==> src/rtl/alu_pkg.sv <==
// Shared encodings for the ALU control decoder and its iterative MUL/DIV unit.
package alu_pkg;

    // alu_op encodings from the main control unit
    localparam logic [1:0] AOP_ADD   = 2'b00;
    localparam logic [1:0] AOP_SUB   = 2'b01;
    localparam logic [1:0] AOP_RTYPE = 2'b10;
    localparam logic [1:0] AOP_ILL   = 2'b11;

    // R-type function field values
    localparam logic [5:0] FN_ADDU  = 6'b100001;
    localparam logic [5:0] FN_SUBU  = 6'b100011;
    localparam logic [5:0] FN_SLL   = 6'b000000;
    localparam logic [5:0] FN_SRL   = 6'b000010;
    localparam logic [5:0] FN_AND   = 6'b100100;
    localparam logic [5:0] FN_OR    = 6'b100101;
    localparam logic [5:0] FN_SLT   = 6'b101010;
    localparam logic [5:0] FN_MULTU = 6'b011001;
    localparam logic [5:0] FN_DIVU  = 6'b011011;
    localparam logic [5:0] FN_MFHI  = 6'b010000;
    localparam logic [5:0] FN_MFLO  = 6'b010010;

    typedef enum logic [3:0] {
        OP_ADD, OP_SUB, OP_SLL, OP_SRL, OP_AND, OP_OR, OP_SLT,
        OP_MULTU, OP_DIVU, OP_MFHI, OP_MFLO, OP_ILL
    } op_e;

    typedef enum logic [1:0] {IDLE, MUL, DIV} state_e;

    // Map alu_op/funct onto a single operation; anything unknown is OP_ILL
    function automatic op_e decode(input logic [1:0] alu_op, input logic [5:0] funct);
        op_e op;
        op = OP_ILL;
        case (alu_op)
            AOP_ADD: op = OP_ADD;
            AOP_SUB: op = OP_SUB;
            AOP_RTYPE: begin
                case (funct)
                    FN_ADDU:  op = OP_ADD;
                    FN_SUBU:  op = OP_SUB;
                    FN_SLL:   op = OP_SLL;
                    FN_SRL:   op = OP_SRL;
                    FN_AND:   op = OP_AND;
                    FN_OR:    op = OP_OR;
                    FN_SLT:   op = OP_SLT;
                    FN_MULTU: op = OP_MULTU;
                    FN_DIVU:  op = OP_DIVU;
                    FN_MFHI:  op = OP_MFHI;
                    FN_MFLO:  op = OP_MFLO;
                    default:  op = OP_ILL;
                endcase
            end
            default: op = OP_ILL;
        endcase
        return op;
    endfunction

endpackage

==> src/rtl/alu_mdu_iter.sv <==
// Shared one-bit-per-cycle MUL/DIV datapath: a 2*WIDTH shift register
// {upper, lower} plus iteration counter. done is high in the cycle whose
// closing edge performs the last iteration; hi_nxt/lo_nxt are that result.
module alu_mdu_iter
    import alu_pkg::*;
#(
    parameter int WIDTH = 32
) (
    input  logic             clk,
    input  logic             rst_n,
    input  logic             start,
    input  logic             op_div,
    input  logic [WIDTH-1:0] a,
    input  logic [WIDTH-1:0] b,
    output logic             done,
    output logic [WIDTH-1:0] hi_nxt,
    output logic [WIDTH-1:0] lo_nxt
);
    localparam int CW = $clog2(WIDTH) + 1;

    logic [2*WIDTH-1:0] acc_q, acc_d, acc_step;
    logic [WIDTH-1:0]   b_q, b_d;
    logic [CW-1:0]      cnt_q, cnt_d;
    logic               busy_q, busy_d, div_q, div_d;
    logic [WIDTH:0]     sum, rem_sh, diff;

    // One iteration. MUL: lower half is the multiplier, add b into the upper
    // half when its LSB is set, then shift right. DIV: lower half holds the
    // dividend shifting out into the remainder and quotient bits shifting in.
    always_comb begin
        sum    = {1'b0, acc_q[2*WIDTH-1:WIDTH]} + {1'b0, b_q};
        rem_sh = {acc_q[2*WIDTH-1:WIDTH], acc_q[WIDTH-1]};
        diff   = rem_sh - {1'b0, b_q};
        if (div_q) begin
            if (!diff[WIDTH]) acc_step = {diff[WIDTH-1:0], acc_q[WIDTH-2:0], 1'b1};
            else              acc_step = {rem_sh[WIDTH-1:0], acc_q[WIDTH-2:0], 1'b0};
        end else begin
            if (acc_q[0]) acc_step = {sum, acc_q[WIDTH-1:1]};
            else          acc_step = {1'b0, acc_q[2*WIDTH-1:1]};
        end
    end

    assign done   = busy_q && (cnt_q == CW'(WIDTH - 1));
    assign hi_nxt = acc_step[2*WIDTH-1:WIDTH];
    assign lo_nxt = acc_step[WIDTH-1:0];

    // Load on start, iterate while busy; counter ends at WIDTH
    always_comb begin
        acc_d  = acc_q;
        b_d    = b_q;
        cnt_d  = cnt_q;
        busy_d = busy_q;
        div_d  = div_q;
        if (start) begin
            acc_d  = {{WIDTH{1'b0}}, a};
            b_d    = b;
            cnt_d  = '0;
            busy_d = 1'b1;
            div_d  = op_div;
        end else if (busy_q) begin
            acc_d = acc_step;
            cnt_d = cnt_q + 1'b1;
            if (done) busy_d = 1'b0;
        end
    end

    // Iteration state registers
    always_ff @(posedge clk or negedge rst_n) begin
        if (!rst_n) begin
            acc_q  <= '0;
            b_q    <= '0;
            cnt_q  <= '0;
            busy_q <= 1'b0;
            div_q  <= 1'b0;
        end else begin
            acc_q  <= acc_d;
            b_q    <= b_d;
            cnt_q  <= cnt_d;
            busy_q <= busy_d;
            div_q  <= div_d;
        end
    end

endmodule

==> src/rtl/alu_ctrl_mdu.sv <==
// ALU control decoder + single-cycle ALU with a registered valid/ready result,
// HI/LO registers and an iterative multu/divu unit that holds off new requests.
// WIDTH must be a power of two, at least 4.
module alu_ctrl_mdu
    import alu_pkg::*;
#(
    parameter int WIDTH = 32,
    parameter int SHW   = $clog2(WIDTH)
) (
    input  logic             clk,
    input  logic             rst_n,
    input  logic             in_valid,
    output logic             in_ready,
    input  logic [1:0]       alu_op,
    input  logic [5:0]       funct,
    input  logic [SHW-1:0]   shamt,
    input  logic [WIDTH-1:0] src_a,
    input  logic [WIDTH-1:0] src_b,
    output logic             out_valid,
    output logic [WIDTH-1:0] result,
    output logic             illegal,
    output logic [WIDTH-1:0] hi,
    output logic [WIDTH-1:0] lo
);
    state_e           state_q, state_d;
    logic [WIDTH-1:0] result_q, result_d, hi_q, hi_d, lo_q, lo_d;
    logic             out_valid_q, out_valid_d, illegal_q, illegal_d;
    logic             accept, mdu_start, mdu_div, mdu_done;
    logic [WIDTH-1:0] mdu_hi, mdu_lo;
    op_e              op;

    assign in_ready = (state_q == IDLE);
    assign accept   = in_valid & in_ready;
    assign op       = decode(alu_op, funct);

    alu_mdu_iter #(.WIDTH(WIDTH)) u_mdu (
        .clk    (clk),
        .rst_n  (rst_n),
        .start  (mdu_start),
        .op_div (mdu_div),
        .a      (src_a),
        .b      (src_b),
        .done   (mdu_done),
        .hi_nxt (mdu_hi),
        .lo_nxt (mdu_lo)
    );

    // Execute accepted ops, launch MUL/DIV, and retire them into HI/LO
    always_comb begin
        state_d     = state_q;
        result_d    = result_q;
        hi_d        = hi_q;
        lo_d        = lo_q;
        out_valid_d = 1'b0;
        illegal_d   = 1'b0;
        mdu_start   = 1'b0;
        mdu_div     = 1'b0;
        if (accept) begin
            out_valid_d = 1'b1;
            case (op)
                OP_ADD:  result_d = src_a + src_b;
                OP_SUB:  result_d = src_a - src_b;
                OP_SLL:  result_d = src_b << shamt;
                OP_SRL:  result_d = src_b >> shamt;
                OP_AND:  result_d = src_a & src_b;
                OP_OR:   result_d = src_a | src_b;
                OP_SLT:  result_d = {{(WIDTH-1){1'b0}}, $signed(src_a) < $signed(src_b)};
                OP_MFHI: result_d = hi_q;
                OP_MFLO: result_d = lo_q;
                OP_MULTU: begin
                    out_valid_d = 1'b0;
                    mdu_start   = 1'b1;
                    state_d     = MUL;
                end
                OP_DIVU: begin
                    out_valid_d = 1'b0;
                    mdu_start   = 1'b1;
                    mdu_div     = 1'b1;
                    state_d     = DIV;
                end
                default: begin
                    result_d  = '0;
                    illegal_d = 1'b1;
                end
            endcase
        end else if (mdu_done) begin
            state_d     = IDLE;
            hi_d        = mdu_hi;
            lo_d        = mdu_lo;
            result_d    = '0;
            out_valid_d = 1'b1;
        end
    end

    // State and output registers
    always_ff @(posedge clk or negedge rst_n) begin
        if (!rst_n) begin
            state_q     <= IDLE;
            result_q    <= '0;
            hi_q        <= '0;
            lo_q        <= '0;
            out_valid_q <= 1'b0;
            illegal_q   <= 1'b0;
        end else begin
            state_q     <= state_d;
            result_q    <= result_d;
            hi_q        <= hi_d;
            lo_q        <= lo_d;
            out_valid_q <= out_valid_d;
            illegal_q   <= illegal_d;
        end
    end

    assign out_valid = out_valid_q;
    assign result    = result_q;
    assign illegal   = illegal_q;
    assign hi        = hi_q;
    assign lo        = lo_q;

endmodule

==> config.mk <==
export PLATFORM = sky130hd
export DESIGN_NAME = alu_ctrl_mdu
export DESIGN_NICKNAME = d
export VERILOG_FILES = /design/src/rtl/alu_pkg.sv /design/src/rtl/alu_mdu_iter.sv /design/src/rtl/alu_ctrl_mdu.sv
export SDC_FILE = /design/constraint.sdc
export NUM_CORES = 1
export LEC_CHECK = 0
export ABC_CLOCK_PERIOD_IN_PS = 4400
export CELL_PAD_IN_SITES_DETAIL_PLACEMENT = 1
export CELL_PAD_IN_SITES_GLOBAL_PLACEMENT = 2
export CORE_ASPECT_RATIO = 0.5
export CORE_MARGIN = 10
export CORE_UTILIZATION = 35
export CTS_CLUSTER_SIZE = 30
export DETAILED_ROUTE_END_ITERATION = 10
export MAX_ROUTING_LAYER = met4
export PLACE_DENSITY_LB_ADDON = 0.25
export SLEW_MARGIN = 40
export SYNTH_ARGS = -nofsm -noshare
export SYNTH_HDL_FRONTEND = slang
export SYNTH_SLANG_ARGS = --single-unit
==> constraint.sdc <==
create_clock -name clk -period 4.4 [get_ports clk]
set_clock_uncertainty 0.1 [all_clocks]
set_input_delay 0.66 -clock clk [delete_from_list [all_inputs] [get_ports clk]]
set_output_delay 0.66 -clock clk [all_outputs]
set_load 0.005 [all_outputs]
==> impl_metrics.csv <==
group,metric,value,unit
clock_network,clock_sinks,204,
clock_network,cts-root-buf,"clkbuf_16",
timing,hold_viol,0,
worst_setup_path,arrival,4.57,ns
global_routing,use_met1,0.492,
timing,slew_headroom,0.438,
floorplan,io_pins,179,
timing,setup_viol,0,
yosys,ys.flop_type,"dfrtp_1",
floorplan,core,59400,um2
detailed_routing,drtIter0Drc,2606,
finish,final_cell_mix,"339 x nand2_1, 289 x buf_4, 278 x o21ai_0, 251 x a21oi_1, 218 x nor2_1",
detailed_routing,ant_nets,0,
yosys,synth_xor_xnor_area_share,0.0237,
worst_setup_path,crit_type,"reg -> reg",
detailed_routing,avgViaCountPerCell,6.13,
global_routing,grt_pass1_wl,170000,um
floorplan,chipWidth,367,um
power,power.leakage,11.6,nW
timing,rsz0062_at_grt,"no",
global_routing,gr-usage-met2,0.449,
power,powerDensity,487,nW/um2
yosys,synth_top_family_by_area,"compound AO/OA/AOI/OAI gates",
worst_setup_path,path_buf_inv,2,
yosys,synth_edf_count,0,
yosys,synth_compound_area_frac,0.312,
timing,fin_crit,4.19,ns
clock_network,clk_path_buf_depth,3,
global_routing,grt_use_total,0.325,
worst_setup_path,crit_path_top_delay_cell,"a211oi_1",
yosys,synth_cells,2754,
worst_setup_path,cp.required,4.78,ns
yosys,synth_cell_types,88,
yosys,synthArstFlopShare,1.00,
worst_setup_path,cp-end-kind,"flip-flop",
yosys,synth_fa_ha_area_frac,0.0992,
global_routing,overflow,0,
floorplan,die_h,194,um
global_routing,met3_usage,0.0627,
global_routing,antenna_found_initial,7,
yosys,ys_seq_area_frac,0.242,
floorplan,rows,63,
finish,final_common_cell,"nand2_1",
clock_network,post_cts_buffers,0,
clock_network,cts_made_buffers,24,
power,ir_drop,0.476,mV
power,p_total,0.0129,W
detailed_routing,wl_per_cell,30.2,um
yosys,synth_nets,2999,
global_routing,grt_pass1_vias,23650,
timing,slew_violations,0,
yosys,syn_area_per_cell,7.66,um2
status,status,"finished clean",
flow_run,cap_violations,0,
global_routing,top_usage_layer,"met1",
detailed_routing,route.detailed.drc,0,
timing,tightest_slew,0.837,ns
timing,finalCritPeriodShare,0.952,
yosys,netlist_area,21100,um2
detailed_routing,vias,23935,
clock_network,htreeDepth,1,
placement,gp_congestion,1.02,
floorplan,dieArea,71100,um2
clock_network,clk_pin_slew_worst_paths,0.07,ns
worst_setup_path,start_kind,"flip-flop",
worst_setup_path,cpMostUsedCell,"nor3_2",
worst_setup_path,max_stage_delay,0.45,ns
finish,area_delta_synth_final,25.4,%
worst_hold_path,hold_path_class,"reg -> reg",
yosys,ys_ff_latch,204,
placement,dp_hpwl,95600,um
worst_setup_path,crit_fanout,6,
yosys,muxShareOfSynthArea,0.0871,
detailed_routing,first_pass_iters,5,
finish,nNetsFinal,3315,
finish,fin_util,0.445,
clock_network,clk-insertion-delay-late,0.56,ns
global_routing,grt_max_degree,93,
timing,fmax,239,MHz
yosys,synthSimpleGateAreaFrac,0.171,
finish,drive_gt1_frac,0.154,
floorplan,initial_core_util,0.355,
yosys,yosysWarnings,0,
detailed_routing,routed_wl,118000,um
placement,port_buffers,178,
worst_setup_path,timing.critical_path.max_delay_family,"compound AO/OA/AOI/OAI gates",
worst_setup_path,path_cells,"ha_1 > fa_1 > nand2b_1 > a21oi_1 > o21a_1 > a2111oi_2 > nor3_2 > nor3_2 > buf_4 > or2_1 > buf_12 > a211oi_1 > o21ai_0 > a31oi_1",
clock_network,cts_tree,"yes",
## report_power, final
group | switching (W) | internal, W
clock network | 0.000978 | 0.00111
logic | 0.00439 | 0.00311
registers | 0.000872 | 0.00242
total | 0.00624 | 0.00664
## metrics by stage
step / instance area [um2] / setup WS [ns] / setup TNS (ns) / std cells / hold WS (ns)
6_report: 26500 / 0.213 / 0 / 3902 / 0.398
2_1_floorplan: 21100 / 0.742 / 0 / 2754 / 0.264
3_3_place_gp: 25600 / -0.125 / -0.182 / 3854 / 0.362
3_5_place_dp: 25600 / -0.156 / -0.223 / 3854 / 0.388
4_1_cts: 26400 / 0.186 / 0 / 3898 / 0.0363
5_1_grt: 26500 / 0.0522 / 0 / 3900 / 0.429
## cell usage after synthesis, drive strengths merged (10+ instances only)
master / count / share of area
mux2: 35 / 0.019
or2: 14 / 0.0042
a31o: 17 / 0.0071
a22oi: 21 / 0.0075
o221ai: 20 / 0.0083
a21o: 53 / 0.019
o21bai: 19 / 0.0068
ha: 161 / 0.095
nor3: 47 / 0.011
buf: 56 / 0.013
o31ai: 16 / 0.0062
xor2: 21 / 0.0087
a31oi: 17 / 0.0058
o21ai: 286 / 0.068
nand2: 339 / 0.060
a22o: 23 / 0.0095
nor4: 12 / 0.0036
o211ai: 34 / 0.012
a221o: 21 / 0.010
and3: 18 / 0.0053
nor2: 221 / 0.040
a21oi: 254 / 0.061
a211oi: 67 / 0.024
a221oi: 26 / 0.011
a211o: 11 / 0.0046
nor2b: 31 / 0.0092
mux4: 25 / 0.027
o21a: 18 / 0.0064
nand3: 46 / 0.011
nand2b: 21 / 0.0062
clkbuf: 138 / 0.025
o22ai: 43 / 0.013
dfrtp: 204 / 0.24
mux2i: 88 / 0.042
or3: 10 / 0.0030
nand4: 19 / 0.0056
inv: 152 / 0.027
xnor2: 36 / 0.015
## kinds of logic after synthesis
| kind of cell | count (synthesis) |
|---|---|
| AOI/OAI and AO/OA | 1022 |
| adders and majority gates | 165 |
| muxes | 148 |
| buffers and inverters | 348 |
| xor gates and xnor gates | 57 |
| DFF | 204 |
| and+or+nand+nor | 810 |
## metal layers
layer | vias to the layer above | wire length (um)
met5 | - | 0
met4 | 0 | 1420
met3 | 88 | 10300
met2 | 843 | 47500
met1 | 12296 | 58500
li1 | 10708 | -
## worst paths after layout
check | from | end | slack [ns] | cells after the start
setup / recovery | u_mdu.b_q[0] | u_mdu.acc_q[63] | 0.21 | 14
hold / removal | result[9] | result[9] | 0.40 | 2
setup reg to reg | u_mdu.b_q[0] | u_mdu.acc_q[63] | 0.21 | 14
hold reg to reg | result[9] | result[9] | 0.40 | 2
max in group asynchronous | rst_n | u_mdu.acc_q[46] | 2.52 | 4
min in group asynchronous | rst_n | result[7] | 0.53 | 2
## sequential cells by signal (all words and copies together), names as in the netlist
register / count
u_mdu.div_q: 1
out_valid: 1
lo: 32
u_mdu.cnt_q: 6
result: 32
u_mdu.busy_q: 1
u_mdu.b_q: 32
illegal: 1
hi: 32
state_q: 2
u_mdu.acc_q: 64
## layout make-up
type	count	area, um2
clock buffer	27	632
inverter	154	579
multi-input combinational	2202	14700
fill	7259	33000
clock inverter	17	151
antenna	2	5.00
timing repair buffer	484	4270
tap	812	1020
sequential	204	5110
## timing repair
action                                 4_1_cts  5_1_grt
endpoints found under the hold margin        0       40
hold buffers                                 0        1
setup endpoints to repair                    0        1
gates resized for setup                      0        1
## worst reg2reg max path: cells and delay by family, from the launching register on
family | cells | cell delay, ns
simple gates | 4 | 0.89
compound gates | 6 | 1.66
fa+ha+maj | 2 | 0.67
buf+inv | 2 | 0.36
flops | 1 | 0.41
Power figures use the tool's default switching activity.
